<file path="src/rtl/queue_ctrl.sv">
// queue_ctrl: pointer and occupancy controller for a single-write / single-read queue memory.
// Qualifies push/pop against full/empty, drives memory enables and addresses, and keeps
// occupancy, threshold flags and sticky overflow/underflow flags.
module queue_ctrl #(
    parameter int unsigned ADDR_W   = 4,
    parameter int unsigned AF_LEVEL = 14,
    parameter int unsigned AE_LEVEL = 2
) (
    input  logic              clk,
    input  logic              rst_n,
    input  logic              push,
    input  logic              pop,
    input  logic              clr_err,
    output logic              wr_en,
    output logic [ADDR_W-1:0] wr_addr,
    output logic              rd_en,
    output logic [ADDR_W-1:0] rd_addr,
    output logic              rd_valid,
    output logic [ADDR_W:0]   count,
    output logic              full,
    output logic              empty,
    output logic              almost_full,
    output logic              almost_empty,
    output logic              overflow,
    output logic              underflow
);

    localparam int unsigned   DEPTH    = 1 << ADDR_W;
    localparam logic [ADDR_W:0] DepthCnt = (ADDR_W + 1)'(DEPTH);
    localparam logic [ADDR_W:0] AfCnt    = (ADDR_W + 1)'(AF_LEVEL);
    localparam logic [ADDR_W:0] AeCnt    = (ADDR_W + 1)'(AE_LEVEL);

    logic [ADDR_W-1:0] wr_ptr_q, wr_ptr_d;
    logic [ADDR_W-1:0] rd_ptr_q, rd_ptr_d;
    logic [ADDR_W:0]   count_q, count_d;
    logic              rd_valid_q, rd_valid_d;
    logic              overflow_q, overflow_d;
    logic              underflow_q, underflow_d;

    // Status flags decode only from the registered occupancy.
    always_comb begin
        full         = (count_q == DepthCnt);
        empty        = (count_q == '0);
        almost_full  = (count_q >= AfCnt);
        almost_empty = (count_q <= AeCnt);
    end

    // Qualify requests; a push while full is refused even if a pop is accepted alongside it.
    always_comb begin
        wr_en = push & ~full;
        rd_en = pop & ~empty;
    end

    // Next-state for pointers, occupancy, read-valid pipeline and sticky errors.
    always_comb begin
        wr_ptr_d    = wr_ptr_q;
        rd_ptr_d    = rd_ptr_q;
        count_d     = count_q;
        rd_valid_d  = rd_en;
        overflow_d  = overflow_q;
        underflow_d = underflow_q;

        // Pointers wrap naturally at DEPTH through ADDR_W overflow.
        if (wr_en) begin
            wr_ptr_d = wr_ptr_q + 1'b1;
        end
        if (rd_en) begin
            rd_ptr_d = rd_ptr_q + 1'b1;
        end

        case ({wr_en, rd_en})
            2'b10:   count_d = count_q + 1'b1;
            2'b01:   count_d = count_q - 1'b1;
            default: count_d = count_q;
        endcase

        // Clear first so a same-cycle error event takes priority.
        if (clr_err) begin
            overflow_d  = 1'b0;
            underflow_d = 1'b0;
        end
        if (push && full) begin
            overflow_d = 1'b1;
        end
        if (pop && empty) begin
            underflow_d = 1'b1;
        end
    end

    // State registers; reset discards all queue contents immediately.
    always_ff @(posedge clk or negedge rst_n) begin
        if (!rst_n) begin
            wr_ptr_q    <= '0;
            rd_ptr_q    <= '0;
            count_q     <= '0;
            rd_valid_q  <= 1'b0;
            overflow_q  <= 1'b0;
            underflow_q <= 1'b0;
        end else begin
            wr_ptr_q    <= wr_ptr_d;
            rd_ptr_q    <= rd_ptr_d;
            count_q     <= count_d;
            rd_valid_q  <= rd_valid_d;
            overflow_q  <= overflow_d;
            underflow_q <= underflow_d;
        end
    end

    // Registered outputs driven straight from state.
    always_comb begin
        wr_addr   = wr_ptr_q;
        rd_addr   = rd_ptr_q;
        count     = count_q;
        rd_valid  = rd_valid_q;
        overflow  = overflow_q;
        underflow = underflow_q;
    end

endmodule

</file>
<file path="config.mk">
export PLATFORM = sky130hd
export DESIGN_NAME = queue_ctrl
export DESIGN_NICKNAME = d
export VERILOG_FILES = /design/src/rtl/queue_ctrl.sv
export SDC_FILE = /design/constraint.sdc
export NUM_CORES = 1
export LEC_CHECK = 0
export ABC_AREA = 1
export CORE_MARGIN = 1
export CORE_UTILIZATION = 40
export DETAILED_ROUTE_END_ITERATION = 10
export DONT_BUFFER_PORTS = 1
export GPL_TIMING_DRIVEN = 0
export PLACE_DENSITY = 0.56
export REMOVE_ABC_BUFFERS = 1
export SLEW_MARGIN = 30
export SYNTH_ARGS = -nofsm -noshare
export SYNTH_HDL_FRONTEND = slang
export SYNTH_SLANG_ARGS = --single-unit
export TNS_END_PERCENT = 30
</file>
<file path="constraint.sdc">
create_clock -name clk -period 4 [get_ports clk]
set_clock_uncertainty 0.2 [all_clocks]
set_input_delay 0.4 -clock clk [delete_from_list [all_inputs] [get_ports clk]]
set_output_delay 0.4 -clock clk [all_outputs]
set_load 0.02 [all_outputs]
</file>
==> results of run 1 <==
[cell type report]
class	count	area, µm²
clock buffers	4	36.28
fillers	233	1189
inverters	16	60.06
multi-input cells	84	514.2
flip-flops and latches	16	400.4
well taps	28	35.03
repair buffers	2	20.02
[registers in the layout (all words and copies together), names as in the netlist]
signal,count
underflow,1
overflow,1
rd_addr,4
rd_valid,1
count,5
wr_addr,4
[per-layer routing]
layer / part of all wire (%) / GRT usage [%] / wire [µm]
met1: 46 / 19.74 / 854
met2: 49 / 27.06 / 920
met5: 0 / 0 / 0
met3: 4.4 / 2.976 / 82
met4: 0.54 / 6.757 / 10
[path summary, 6_finish.rpt]
path                                                to  slack, ns             startpoint  depth (start not counted)
max in group asynchronous         count[3]$_DFFE_PN0P_       2.71                  rst_n                          1
worst max-delay path              count[3]$_DFFE_PN0P_       1.21   count[0]$_DFFE_PN0P_                         11
worst min register to register   underflow$_DFFE_PN0P_       0.44  underflow$_DFFE_PN0P_                          2
worst min-delay path             underflow$_DFFE_PN0P_       0.01                clr_err                          1
min in group asynchronous       rd_addr[0]$_DFFE_PN0P_       0.42                  rst_n                          1
worst max register to register    count[3]$_DFFE_PN0P_       1.21   count[0]$_DFFE_PN0P_                         11
[metrics by stage]
stage               worst slack (ns)  power, mW
finish                         1.207     0.9148
global route                   1.004     0.9994
CTS                            1.159     0.9271
detailed placement             1.178     0.8131
global placement               1.207     0.8004
floorplan                      1.459     0.7337
[Yosys cell counts, drive strengths merged]
library cell / count
dfrtp: 16
nand3: 14
xor2: 3
nor2: 4
o22ai: 1
nand2: 41
inv: 16
nand4: 4
o21ai: 3
fa: 1
o31ai: 1
or2: 1
a21oi: 1
xnor2: 2
ha: 6
nand3b: 2
[worst max-delay path, delay by kind of cell (launching register included)]
kind	cells	cell delay (ns)
adder cells (fa/ha/maj)	2	0.71
buffers and inverters	2	0.39
flip-flops	1	0.59
AND/OR/NAND/NOR	7	0.81
[power by group through the flow]
stage / Combinational [mW] / Sequential (mW) / Clock (mW)
after global placement: 0.369 / 0.431 / 0
after floorplan: 0.329 / 0.405 / 0
final: 0.381 / 0.427 / 0.107
after global routing: 0.436 / 0.444 / 0.119
after CTS: 0.386 / 0.429 / 0.112
after detailed placement: 0.381 / 0.432 / 0
[placed cells by master (no fill, tap or decap), drive strengths merged, types with 3 or more instances in the layout]
master / count
o21ai: 3
clkbuf: 4
nand3: 14
dfrtp: 16
nor2: 4
xor2: 3
inv: 16
nand4: 4
ha: 6
nand2: 41
[cells by family after synthesis]
kind of cell,synth area share (%)
AO/OA/AOI/OAI,3.852
flip-flops,41.08
AND/OR/NAND/NOR,34.66
adder cells (fa/ha/maj),9.756
buffers and inverters,6.162
XOR/XNOR,4.494
==> flow_summary.ini, run 1 <==
[placed_design]
place_hpwl_um = 1404
port_buffers = 0
placed_area_um2 = 1010
gp_congestion = 0.7757
placed_cells = 144

[finish]
final_cell_area_um2 = 1066
utilization_pct = 47.28
drive_gt1_share_pct = 11.48
nets = 135
n_antenna_cell = 0
final_cells = 150
layout-area-overhead-vs-synth_pct = 9.371

[routing]
via_per_inst = 5.060
drtIter0Drc = 15
drt-pass1-iter-count = 4
final_antenna_net_count = 0
drc = 0
dr_total_vias = 759
avgRoutedWirePerCell_um = 12.45
wl_um = 1868

[job]
maxCapViolations = 0

[clocking]
cts_sinks = 16
cts-resized-gates = 0
clock_latency_ns = 0.28
postCtsSetupRepairBufs = 0
cts-root-buf = clkbuf_4
postCtsHoldBufs = 2
numCtsBuffers = 3
cts_tree = done
htree_num_levels = 1
clkTransAtPathRegs_ns = 0.10
cts_buffer_depth = 2

[floorplanning]
rows = 17
start_util_pct = 43.23
core_area_um2 = 2255
die_area_um2 = 2638
ios = 27
die_x_um = 51.37
fp.dieH_um = 51.37

[sta]
relSlewSlack_pct = 49.76
rsz0062_at_grt = no
setup-tns-final_ns = 0
fin_crit_sh_pct = 69.83
fmax_mhz = 358.0
report.final.slew_viol_count = 0
min_period_ns = 2.793
worst_pin_slew_ns = 0.7511
hold_viol = 0
fin_hold_ws_ns = 0.01497
setup_viol = 0

[pwr]
combPwrFrac_pct = 41.7
power.share.switching_pct = 52.43
clkPwrFrac_pct = 11.7
p_seq_share_pct = 46.6
p_per_area_nw_per_um2 = 858.1
p_sw_mw = 0.4796
p_leak_nw = 0.5638
ir_worst_vdd_uv = 438.5
internal_power_mw = 0.4352

[worst_setup_path]
crit_slowest_cell = dfrtp_1
crit_path_start_kind = register
critical_path_class = register to register
path_cells = inv_1 > nand4_4 > nand2_4 > inv_1 > ha_1 > ha_1 > or2_2 > nand2_1 > nand2_1 > nand3_1 > nand2_1
critPathArrivalTime_ns = 2.77
cp_max_fo = 6
max_stage_delay_ns = 0.59
cp-end-kind = register
crit_path_frequent_cell = nand2_1
required_ns = 3.98

[synth]
synthTopCellsByArea = dfrtp_1, nand2_1, ha_1, nand3_1, inv_1
synth_warnings = 0
synth_top_area_cell = dfrtp_1
synth-seq-area-share_pct = 41.08
syn-cell-area_um2 = 974.7
synth.ff_latch_count = 16
synth_cell_types = 21
syn_inst = 116
yosys.area.top_type_share_pct = 41.08
avgSynthCellArea_um2 = 8.402

[global_routing]
antenna_found_initial = 0
grt_pass1_vias = 717
grt_pass1_wl_um = 3070
grt_max_degree = 17
gr-total-overflow = 0
grt_usage_pct = 16.01

[outcome]
outcome = complete, no violations

[worst_hold_path]
hp-class = input port to register
No activity file was read; power rests on OpenSTA's default activity.
==> run 2: changes to the inputs <==
==> constraint.sdc (replaced) <==
create_clock -name clk -period 2.7 [get_ports clk]
set_clock_uncertainty 0.2 [all_clocks]
set_input_delay 0.27 -clock clk [delete_from_list [all_inputs] [get_ports clk]]
set_output_delay 0.27 -clock clk [all_outputs]
set_load 0.02 [all_outputs]
==> run 2 against run 1 <==
Net effect: combinational power increased by 55%; design area grew 4.6%; highest routed layer unchanged; cell count grew 2.0%; die area is the same; largest cell class unchanged; critical path type unchanged; sequential cell count unchanged; sequential power up 50%.
==> flow_summary.ini, run 2 (synthesis gave the netlist of run 1 again) <==
[finish]
drive_gt1_share_pct = 16.80
final_cell_mix = nand2_1, nand3_1, inv_1
final_common_cell = nand2_1
layout-area-overhead-vs-synth_pct = 14.38
n_antenna_cell = 0
nets = 138
largest_register_ffs = 5
n_fill_cell = 233

[global_routing]
grt_max_degree = 17
antenna_found_initial = 0
gr-total-overflow = 0
grt_pass1_vias = 727
grt_usage_pct = 16.26
grt_pass1_wl_um = 3125

[sta]
relSlewSlack_pct = 50.19
min_period_ns = 2.531
worst_pin_slew_ns = 0.7447
fin_hold_ws_ns = 0.2829
report.final.slew_viol_count = 0
fin_crit_sh_pct = 93.74
fmax_mhz = 395.1
setup_viol = 0
fin_ws_ns = 0.1690
rsz0062_at_grt = no
hold_viol = 0

[clocking]
cts_buffer_depth = 2
postCtsSetupRepairBufs = 0
numCtsBuffers = 3
cts_tree = done
cts-root-buf = clkbuf_4
clkTransAtPathRegs_ns = 0.10
htree_num_levels = 1
cts_sinks = 16
clock_latency_ns = 0.28

[worst_setup_path]
cp-startpoint = count[0]$_DFFE_PN0P_
required_ns = 2.68
reg2reg_slack_ns = 0.17
cp_max_fo = 6
max_stage_delay_ns = 0.51
path_cells = inv_1 > nand4_4 > nand2_4 > inv_1 > ha_4 > ha_1 > or2_2 > nand2_1 > nand2_1 > nand3_1 > nand2_1
crit_path_start_kind = register
critical_path_class = register to register
reg2regPathDepth = 11
cp-end-kind = register
regToRegStartpoint = count[0]$_DFFE_PN0P_
critPathArrivalTime_ns = 2.51
crit_path_frequent_cell = nand2_1
r2r_end = count[3]$_DFFE_PN0P_
crit_slowest_cell = dfrtp_2

[placed_design]
place_hpwl_um = 1404
port_buffers = 0
pre_cts_ws_ns = -0.1219
gp_congestion = 0.7757

[routing]
drt-pass1-iter-count = 4
via_per_inst = 5.078
avgRoutedWirePerCell_um = 12.65
drc = 0
wl_um = 1935
drtIter0Drc = 19
final_antenna_net_count = 0
dr_total_vias = 777

[pwr]
p_leak_nw = 0.5726
p_per_area_nw_per_um2 = 1246
ir_worst_vdd_uv = 638.8

[job]
maxCapViolations = 0

[floorplanning]
rows = 17
ios = 27
core_area_um2 = 2255
die_x_um = 51.37
die_area_um2 = 2638
start_util_pct = 43.23
fp.dieH_um = 51.37

[outcome]
outcome = complete, no violations

[worst_hold_path]
hp-class = input port to async pin
-- run 2: cell count changes in the layout (fill, tap and decap cells not counted), sizes merged --
cell	delta
dlygate4sd3	+3
-- run 2: metrics by stage --
| step | std cells | setup TNS (ns) | utilization (%) | cell area (µm²) | power (mW) |
|---|---|---|---|---|---|
| after global placement | 144 | -0.09288 | 44.78 | 1010 | 1.186 |
| after detailed placement | 144 | -0.1219 | 44.78 | 1010 | 1.205 |
| after CTS | 153 | 0 | 48.83 | 1101 | 1.388 |
| after floorplan | 116 | 0 | - | 974.7 | 1.087 |
| after global routing | 153 | 0 | 49.45 | 1115 | 1.513 |
| final | 153 | 0 | 49.45 | 1115 | 1.390 |
-- run 2: per-layer routing --
metal / vias up / global-route usage (%) / routed length (µm)
met1: 367 / 20.11 / 908
met5: - / 0 / 0
met4: 0 / 6.757 / 10
met2: 14 / 27.49 / 943
li1: 394 / - / -
met3: 2 / 2.976 / 72
-- run 2: worst max-delay path by stage --
stage                     slack [ns]                   end
final                           0.17  count[3]$_DFFE_PN0P_
after detailed placement       -0.12  count[3]$_DFFE_PN0P_
after CTS                      0.002  count[3]$_DFFE_PN0P_
after global routing            0.02  count[3]$_DFFE_PN0P_
after global placement         -0.09  count[3]$_DFFE_PN0P_
after floorplan                 0.16  count[3]$_DFFE_PN0P_
-- run 2: what timing repair did --
action | 4_1_cts | 5_1_grt
resized for setup | 3 | 5
endpoints found under the hold margin | 26 | 0
pin swaps | 0 | 0
setup endpoints to repair | 2 | 2
hold buffers | 5 | 0
-- run 2: final cells by class --
| class | instances | area [µm²] | area share [%] |
|---|---|---|---|
| repair buffers | 5 | 50.05 | 4.489 |
| well taps | 28 | 35.03 | 3.143 |
| clock buffers | 4 | 36.28 | 3.255 |
| multi-input cells | 84 | 526.8 | 47.25 |
| inverters | 16 | 60.06 | 5.387 |
| flip-flops and latches | 16 | 406.6 | 36.48 |
-- run 2: critical path, delay by kind of cell (launching register included) --
kind	cells	cell delay (ns)
flip-flops	1	0.51
buffers and inverters	2	0.33
AND/OR/NAND/NOR	7	0.85
adder cells (fa/ha/maj)	2	0.56
-- run 2: power by group --
part	leakage, nW	switching [mW]	internal [mW]
Combinational	0.357	0.352	0.237
Sequential	0.194	0.294	0.349
Clock	0.0210	0.0767	0.0820
